## config.mk

```make
export PLATFORM = sky130hd
export DESIGN_NAME = cfg_write_arbiter_flat
export DESIGN_NICKNAME = d
export VERILOG_FILES = /design/src/rtl/cfg_write_arbiter_if.sv /design/src/rtl/cfg_write_arbiter.sv /design/src/flat_wrapper.sv
export SDC_FILE = /design/constraint.sdc
export NUM_CORES = 1
export LEC_CHECK = 0
export CELL_PAD_IN_SITES_DETAIL_PLACEMENT = 1
export CELL_PAD_IN_SITES_GLOBAL_PLACEMENT = 1
export CORE_MARGIN = 4
export CORE_UTILIZATION = 32
export CTS_BUF_LIST = sky130_fd_sc_hd__clkbuf_8
export DETAILED_ROUTE_END_ITERATION = 10
export GPL_ROUTABILITY_DRIVEN = 0
export PLACE_DENSITY = 0.63
export SLEW_MARGIN = 25
export SYNTH_ARGS = -nofsm -noshare
export SYNTH_HDL_FRONTEND = slang
export SYNTH_SLANG_ARGS = --single-unit
```

## constraint.sdc

```tcl
create_clock -name clk -period 9.12 [get_ports clk]
set_input_delay 1.824 -clock clk [delete_from_list [all_inputs] [get_ports clk]]
set_output_delay 1.824 -clock clk [all_outputs]
set_load 0.01 [all_outputs]
```

## src/rtl/cfg_write_arbiter_if.sv

```systemverilog
// Write-request bundle for the two config-bank requesters (SPI port 0, sequencer port 1).
// The master drives valid/addr/data and holds them until it sees ready.
interface cfg_write_arbiter_if #(
    parameter int ADDR_W = 7,
    parameter int DATA_W = 8
);
    logic              req0_valid;
    logic [ADDR_W-1:0] req0_addr;
    logic [DATA_W-1:0] req0_data;
    logic              req0_ready;
    logic              req1_valid;
    logic [ADDR_W-1:0] req1_addr;
    logic [DATA_W-1:0] req1_data;
    logic              req1_ready;

    modport master (
        output req0_valid, req0_addr, req0_data,
        output req1_valid, req1_addr, req1_data,
        input  req0_ready, req1_ready
    );

    modport slave (
        input  req0_valid, req0_addr, req0_data,
        input  req1_valid, req1_addr, req1_data,
        output req0_ready, req1_ready
    );
endinterface

```

## src/rtl/cfg_write_arbiter.sv

```systemverilog
// Two-port round-robin writer into shadow config regs; shadows are copied to the active
// outputs only on a committed PWM period boundary. Ready is a combinational accept strobe.
module cfg_write_arbiter #(
    parameter int ADDR_W   = 7,
    parameter int DATA_W   = 8,
    parameter int NUM_REGS = 5
) (
    input  logic               clk,
    input  logic               rst,
    cfg_write_arbiter_if.slave req,
    input  logic               commit_pulse,
    output logic [DATA_W-1:0]  en_reg_out_7_0,
    output logic [DATA_W-1:0]  en_reg_out_15_8,
    output logic [DATA_W-1:0]  en_reg_pwm_7_0,
    output logic [DATA_W-1:0]  en_reg_pwm_15_8,
    output logic [DATA_W-1:0]  pwm_duty_cycle,
    output logic               dirty,
    output logic               addr_err
);
    typedef enum logic [1:0] {IDLE, WR, CMT} state_t;

    state_t            state_q, state_d;
    logic [ADDR_W-1:0] addr_q, addr_d;
    logic [DATA_W-1:0] data_q, data_d;
    logic              rr_last_q, rr_last_d;
    logic              dirty_q, dirty_d;
    logic              commit_pend_q, commit_pend_d;
    logic              addr_err_q, addr_err_d;
    logic [DATA_W-1:0] shadow_q [NUM_REGS];
    logic [DATA_W-1:0] shadow_d [NUM_REGS];
    logic [DATA_W-1:0] active_q [NUM_REGS];
    logic [DATA_W-1:0] active_d [NUM_REGS];
    logic              gnt0, gnt1;
    logic [ADDR_W-1:0] gnt_addr;
    logic [DATA_W-1:0] gnt_data;

    always_comb begin
        state_d       = state_q;
        addr_d        = addr_q;
        data_d        = data_q;
        rr_last_d     = rr_last_q;
        dirty_d       = dirty_q;
        commit_pend_d = commit_pend_q;
        addr_err_d    = 1'b0;
        shadow_d      = shadow_q;
        active_d      = active_q;
        gnt0          = 1'b0;
        gnt1          = 1'b0;
        gnt_addr      = req.req0_addr;
        gnt_data      = req.req0_data;

        case (state_q)
            IDLE: begin
                if (commit_pend_q && dirty_q) begin
                    state_d = CMT;
                end else begin
                    commit_pend_d = 1'b0;
                    // rr_last=1 means port 1 won last time, so port 0 takes the tie
                    gnt0 = req.req0_valid && (!req.req1_valid || rr_last_q);
                    gnt1 = req.req1_valid && !gnt0;
                    if (gnt1) begin
                        gnt_addr = req.req1_addr;
                        gnt_data = req.req1_data;
                    end
                    if (gnt0 || gnt1) begin
                        addr_d     = gnt_addr;
                        data_d     = gnt_data;
                        rr_last_d  = gnt1;
                        addr_err_d = (gnt_addr >= ADDR_W'(NUM_REGS));
                        state_d    = WR;
                    end
                end
            end
            WR: begin
                for (int i = 0; i < NUM_REGS; i++) begin
                    if (addr_q == ADDR_W'(i)) begin
                        shadow_d[i] = data_q;
                        dirty_d     = 1'b1;
                    end
                end
                state_d = IDLE;
            end
            CMT: begin
                active_d      = shadow_q;
                dirty_d       = 1'b0;
                commit_pend_d = 1'b0;
                state_d       = IDLE;
            end
            default: state_d = IDLE;
        endcase

        // A period-end pulse must never be lost, whatever the FSM is doing
        if (commit_pulse) commit_pend_d = 1'b1;
    end

    always_ff @(posedge clk or posedge rst) begin
        if (rst) begin
            state_q       <= IDLE;
            addr_q        <= '0;
            data_q        <= '0;
            rr_last_q     <= 1'b1;
            dirty_q       <= 1'b0;
            commit_pend_q <= 1'b0;
            addr_err_q    <= 1'b0;
            for (int i = 0; i < NUM_REGS; i++) begin
                shadow_q[i] <= '0;
                active_q[i] <= '0;
            end
        end else begin
            state_q       <= state_d;
            addr_q        <= addr_d;
            data_q        <= data_d;
            rr_last_q     <= rr_last_d;
            dirty_q       <= dirty_d;
            commit_pend_q <= commit_pend_d;
            addr_err_q    <= addr_err_d;
            shadow_q      <= shadow_d;
            active_q      <= active_d;
        end
    end

    assign req.req0_ready   = gnt0 && !rst;
    assign req.req1_ready   = gnt1 && !rst;
    assign en_reg_out_7_0   = active_q[0];
    assign en_reg_out_15_8  = active_q[1];
    assign en_reg_pwm_7_0   = active_q[2];
    assign en_reg_pwm_15_8  = active_q[3];
    assign pwm_duty_cycle   = active_q[4];
    assign dirty            = dirty_q;
    assign addr_err         = addr_err_q;
endmodule

```

## src/flat_wrapper.sv

```systemverilog
// flat-port wrapper written by rule: the top's interface ports become plain ports
module cfg_write_arbiter_flat 
#(
    parameter int ADDR_W   = 7,
    parameter int DATA_W   = 8,
    parameter int NUM_REGS = 5
)
  (clk, rst, commit_pulse, en_reg_out_7_0, en_reg_out_15_8, en_reg_pwm_7_0, en_reg_pwm_15_8, pwm_duty_cycle, dirty, addr_err, req_req0_valid, req_req0_addr, req_req0_data, req_req1_valid, req_req1_addr, req_req1_data, req_req0_ready, req_req1_ready);
  cfg_write_arbiter_if #(.ADDR_W(ADDR_W), .DATA_W(DATA_W)) req_i ();
  input  logic clk;
  input  logic rst;
  input  logic commit_pulse;
  output logic [DATA_W-1:0] en_reg_out_7_0;
  output logic [DATA_W-1:0] en_reg_out_15_8;
  output logic [DATA_W-1:0] en_reg_pwm_7_0;
  output logic [DATA_W-1:0] en_reg_pwm_15_8;
  output logic [DATA_W-1:0] pwm_duty_cycle;
  output logic dirty;
  output logic addr_err;
  input wire logic [$bits(req_i.req0_valid)-1:0] req_req0_valid;
  input wire logic [$bits(req_i.req0_addr)-1:0] req_req0_addr;
  input wire logic [$bits(req_i.req0_data)-1:0] req_req0_data;
  input wire logic [$bits(req_i.req1_valid)-1:0] req_req1_valid;
  input wire logic [$bits(req_i.req1_addr)-1:0] req_req1_addr;
  input wire logic [$bits(req_i.req1_data)-1:0] req_req1_data;
  output wire logic [$bits(req_i.req0_ready)-1:0] req_req0_ready;
  output wire logic [$bits(req_i.req1_ready)-1:0] req_req1_ready;
  assign req_i.req0_valid = req_req0_valid;
  assign req_i.req0_addr = req_req0_addr;
  assign req_i.req0_data = req_req0_data;
  assign req_i.req1_valid = req_req1_valid;
  assign req_i.req1_addr = req_req1_addr;
  assign req_i.req1_data = req_req1_data;
  assign req_req0_ready = req_i.req0_ready;
  assign req_req1_ready = req_i.req1_ready;
  cfg_write_arbiter #(.ADDR_W(ADDR_W), .DATA_W(DATA_W), .NUM_REGS(NUM_REGS)) u_core (.clk(clk), .rst(rst), .req(req_i), .commit_pulse(commit_pulse), .en_reg_out_7_0(en_reg_out_7_0), .en_reg_out_15_8(en_reg_out_15_8), .en_reg_pwm_7_0(en_reg_pwm_7_0), .en_reg_pwm_15_8(en_reg_pwm_15_8), .pwm_duty_cycle(pwm_duty_cycle), .dirty(dirty), .addr_err(addr_err));
endmodule
```

# Word level (Yosys, flattened, before mapping)
# Index checks and enable logic that the tools add are counted.
[word_totals]
register_bits = 101
[classes]
n_lt_le_gt_ge = 1
eq_ne = 9
n_mux = 23
bitwise = 1
n_reduce_logical = 22
[ops]
columns = ["op", "count"]
rows = [
  ["$mux W7", 3],
  ["$eq A7 B2 Y1 const B", 2],
  ["$mux W1", 14],
  ["$reduce_and A2 Y1", 7],
  ["$mux W8", 1],
  ["$eq A7 B1 Y1 const B", 1],
  ["$eq A7 B3 Y1 const B", 1],
  ["$ge A7 B3 Y1 const B", 1],
  ["$logic_not A7 Y1", 1],
  ["$mux W2", 3],
  ["$ne A6 B1 Y1 const B", 1],
  ["$logic_and A1 B1 Y1", 5],
  ["$pmux W1 S2", 2],
  ["$logic_not A1 Y1", 3],
  ["$ne A3 B1 Y1 const B", 1],
  ["$ne A3 B3 Y1 const B", 1],
  ["$reduce_and A3 Y1", 1],
  ["$reduce_bool A3 Y1", 1],
  ["$eq A2 B1 Y1 const B", 1],
  ["$eq A2 B2 Y1 const B", 1],
  ["$logic_not A2 Y1", 1],
  ["$logic_or A1 B1 Y1", 2],
  ["$reduce_bool A2 Y1", 1],
  ["$not A1 Y1", 1],
]

# Depth between registers and ports, before layout
[logic_depth]
ltp_word = 12
mapped_depth = 6
depth_no_buf = 5

# Worst setup path after synthesis
# OpenSTA, ideal clock, no wires.
[synth_timing]
path_type = "input port to output port"
startpoint = "input port rst"
endpoint = "output port req_req1_ready"
arrival_time_ns = 4.392
slack_ns = 2.904
stages = 2
n_path_buf = 0
path_cell_list = "inv_1 -> and3_1"
[synth_between]
elab_chain_cells = 2
[synth_rtl]
columns = ["element", "line_no", "rtl"]
rows = [
  ["start, declared", "flat_wrapper.sv:11", "input logic rst;"],
  ["$logic_not A1 Y1 (no source line)", "-", ""],
  ["$logic_and A1 B1 Y1", "cfg_write_arbiter.sv:123", "assign req.req1_ready = gnt1 && !rst;"],
  ["end, declared", "flat_wrapper.sv:27", "output wire logic [$bits(req_i.req1_ready)-1:0] req_req1_ready;"],
]
# No other way between the ends.

# Worst setup path in the final report
[layout_timing]
startpoint = "input port req_req1_valid"
endpoint = "output port req_req1_ready"
[layout_between]
elab_chain_cells = 8
[layout_rtl]
columns = ["element", "line_no", "rtl"]
rows = [
  ["start, declared", "flat_wrapper.sv:23", "input wire logic [$bits(req_i.req1_valid)-1:0] req_req1_valid;"],
  ["$logic_not A1 Y1", "cfg_write_arbiter.sv:59", "gnt0 = req.req0_valid && (!req.req1_valid || rr_last_q);"],
  ["$logic_or A1 B1 Y1", "cfg_write_arbiter.sv:59", ""],
  ["$logic_and A1 B1 Y1", "cfg_write_arbiter.sv:59", ""],
  ["$logic_not A1 Y1", "cfg_write_arbiter.sv:60", "gnt1 = req.req1_valid && !gnt0;"],
  ["$logic_and A1 B1 Y1 *", "cfg_write_arbiter.sv:60", ""],
  ["$mux W1 *", "cfg_write_arbiter.sv:54", "if (commit_pend_q && dirty_q) begin"],
  ["$mux W1 *", "cfg_write_arbiter.sv:52", "case (state_q)"],
  ["$logic_and A1 B1 Y1 *", "cfg_write_arbiter.sv:123", ""],
]
# Mark *: on every way between the ends. The rest lies on a longest branch, timed or not.

==> key figures <==
Status
  – Status: completed

Logic synthesis
  – Post-synthesis cell type count: 33
  – Syn. warnings: 0
  – Sequential fraction of the synthesis area: 61.28%
  – Avg Inst Size Synth: 15.75 sq um
  – Mapped Area: 4126 sq um
  – Post-synth top flop: dfrtp_1
  – Post-synth ARST share: 100.0%
  – EDFF count, synth: 0
  – Mapped Nets: 300
  – Cell taking the most area after synthesis: dfrtp_1
  – Flops & latches, synth: 101
  – Post-synth top area share: 60.64%
  – Mapped Cells: 262
  – Top cells by area, synth: dfrtp_1 61%, mux2_2 30%, ha_1 0.91%, nand4b_2 0.73%, dfstp_2 0.64%

CTS
  – Clk sinks: 101
  – Num CTS Buffers: 9
  – CTS Hold Bufs: 0
  – Root Driver: clkbuf_8
  – Post-cts sizing count: 0
  – CTS max path bufs: 2
  – Reg clk slew, reported paths: 90 ps
  – CTS tree: built
  – Setup Fix Bufs, Post-CTS: 0
  – H-tree depth: 3
  – Clk Latency, worst-skew pair: 360 ps

STA
  – Final Hold Viols: 0
  – Final TNS setup: 0 ps
  – Setup violators final: 0
  – Worst Skew: 6.812 ps
  – Fmax: 173.8 MHz
  – Ratio of final minimum period to clock period: 63.09%
  – Slew HR: 32.63%
  – Slew Limit Fails: 0
  – Worst Tran Pin Value: 1005 ps
  – Unrepaired setup endpoints after global routing: no
  – Minimum clock period: 5754 ps

Global route
  – Pin count of the biggest net entering global routing: 79
  – Global-route wire length before repair: 14590 um
  – Vias in the first global route: 2641
  – Total track usage: 13.07%
  – Initial antenna violation count: 0
  – Overflow left after global routing: 0

Floorplanning
  – Initial Util: 32.70%
  – Die W: 121.6 um
  – Core ar.: 12620 sq um
  – Die Height: 121.6 um
  – IO Count: 79
  – Die area: 14780 sq um
  – Cell Rows: 41

Worst setup path
  – Peak fanout along the critical path: 18
  – Reg2Reg Setup Slack: 6860 ps
  – CP Launch Type: input pin
  – Worst Path Arrival: 3930 ps
  – Crit Path Category: in2out
  – CP required: 7300 ps
  – Crit. End Element: output pin

Cells and area
  – Layout Cell Area excl Fill: 5295 sq um
  – Layout area overhead: 28.32%
  – Fraction of layout cells with a size suffix above 1: 39.66%
  – Final nets: 382
  – N_diodes: 0

Drt
  – Initial drt markers: 66
  – WL final: 9027 um
  – Wirelength per Cell: 17.36 um
  – Vias: 2434
  – Via-to-Cell Ratio: 4.681
  – First-pass detailed-route iteration total: 3
  – Post-route ant nets: 0
  – # DRC: 0

Min path
  – Hold crit path type: reg2reg

Pwr
  – Worst VDD drop: 0.00009825 V
  – Static Leakage: 2.462 nW
  – PwrDens: 299.3 nW/um^2

Placement
  – IO buf count: 78
  – DP Wirelength: 6145 um
  – DP Area: 5095 sq um

Flow run
  – Max-cap violation count: 0
-- through the flow --
| stage | utilization, % | cells | total power [mW] | setup slack, ps | hold WS (ps) |
|---|---|---|---|---|---|
| floorplan | - | 262 | 1.045 | 2904 | 473.6 |
| global placement | 40.37 | 505 | 1.306 | 3375 | 483.2 |
| detailed placement | 40.37 | 505 | 1.325 | 3313 | 490.7 |
| CTS | 41.85 | 520 | 1.609 | 3316 | 514.2 |
| global route | 41.96 | 520 | 1.685 | 3249 | 525.1 |
| finish | 41.96 | 520 | 1.585 | 3366 | 510.7 |
-- sequential cells by signal, indices dropped and copies added, names as in the netlist --
register / cells
u_core.en_reg_pwm_15_8: 8
u_core.commit_pend_q: 1
u_core.en_reg_out_7_0: 8
u_core.dirty: 1
u_core.en_reg_out_15_8: 8
u_core.shadow_q: 40
u_core.addr_q: 7
u_core.addr_err: 1
u_core.rr_last_q: 1
u_core.data_q: 8
u_core.state_q: 2
u_core.en_reg_pwm_7_0: 8
u_core.pwm_duty_cycle: 8
-- routing by layer --
metal / global-route usage (%) / up-vias / share of wire [%] / wire (um)
li1: - / 1109 / - / -
met1: 17.60 / 1267 / 48 / 4334
met2: 21.00 / 44 / 48 / 4361
met3: 2.228 / 14 / 2.2 / 195
met4: 5.462 / 0 / 1.5 / 135
met5: 0 / - / 0 / 0
-- Yosys cell counts, types with 3 or more instances --
library cell	count
o21ai_0	4
mux2_2	110
clkbuf_1	3
inv_1	6
ha_1	3
nand2_1	3
dfrtp_1	100
-- cell type report --
type / count / area (sq um)
fill: 1319 / 7325
sequential: 101 / 2529
tap: 172 / 215.2
timing repair buffer: 79 / 792.0
inverter: 6 / 25.02
clock inverter: 6 / 62.56
multi-input combinational: 147 / 1548
clock buffer: 9 / 123.9
-- logic make-up after synthesis --
family	after synthesis	share of synthesized area [%]
muxes	111	30.26
DFF	101	61.28
and+or+nand+nor	19	3.638
AOI/OAI and AO/OA	14	2.396
buffers and inverters	14	1.516
adders and majority gates	3	0.9097
-- worst max-delay path, stage by stage --
cell,delay (ps)
clkdlybuf4s50_1,520
a21boi_2,800
and3_1,260
clkdlybuf4s50_1,530
-- power breakdown --
part,leakage (nW),internal (mW),switching [mW]
logic,1.01,0.340,0.209
clock network,0.0996,0.126,0.153
registers,1.35,0.620,0.136
-- cells in the final DEF (no fill, tap or decap), drive strengths merged, types with 2 or more instances in the layout --
cell type	netlist	layout
clkdlybuf4s50	0	78
clkbuf	3	9
nor2	3	3
o21ai	4	4
dfrtp	100	100
nand4b	2	2
ha	3	3
nor4	3	3
mux2	110	110
inv	6	8
nor2b	2	2
nand2	3	3
a21boi	2	2
a21oi	2	2
clkinv	0	3
nand3	2	2
-- final timing paths --
path / start / depth (start not counted) / to
worst max register to register: u_core.state_q[0] / 5 / u_core.addr_q[3]
worst min-delay path: u_core.shadow_q[12] / 1 / u_core.en_reg_pwm_15_8[4]
max in group asynchronous: rst / 3 / u_core.addr_q[2]
worst min register to register: u_core.shadow_q[12] / 1 / u_core.en_reg_pwm_15_8[4]
min in group asynchronous: rst / 2 / u_core.state_q[1]
worst max-delay path: req_req1_valid / 4 / req_req1_ready
No activity file was read; power rests on OpenSTA's default activity.
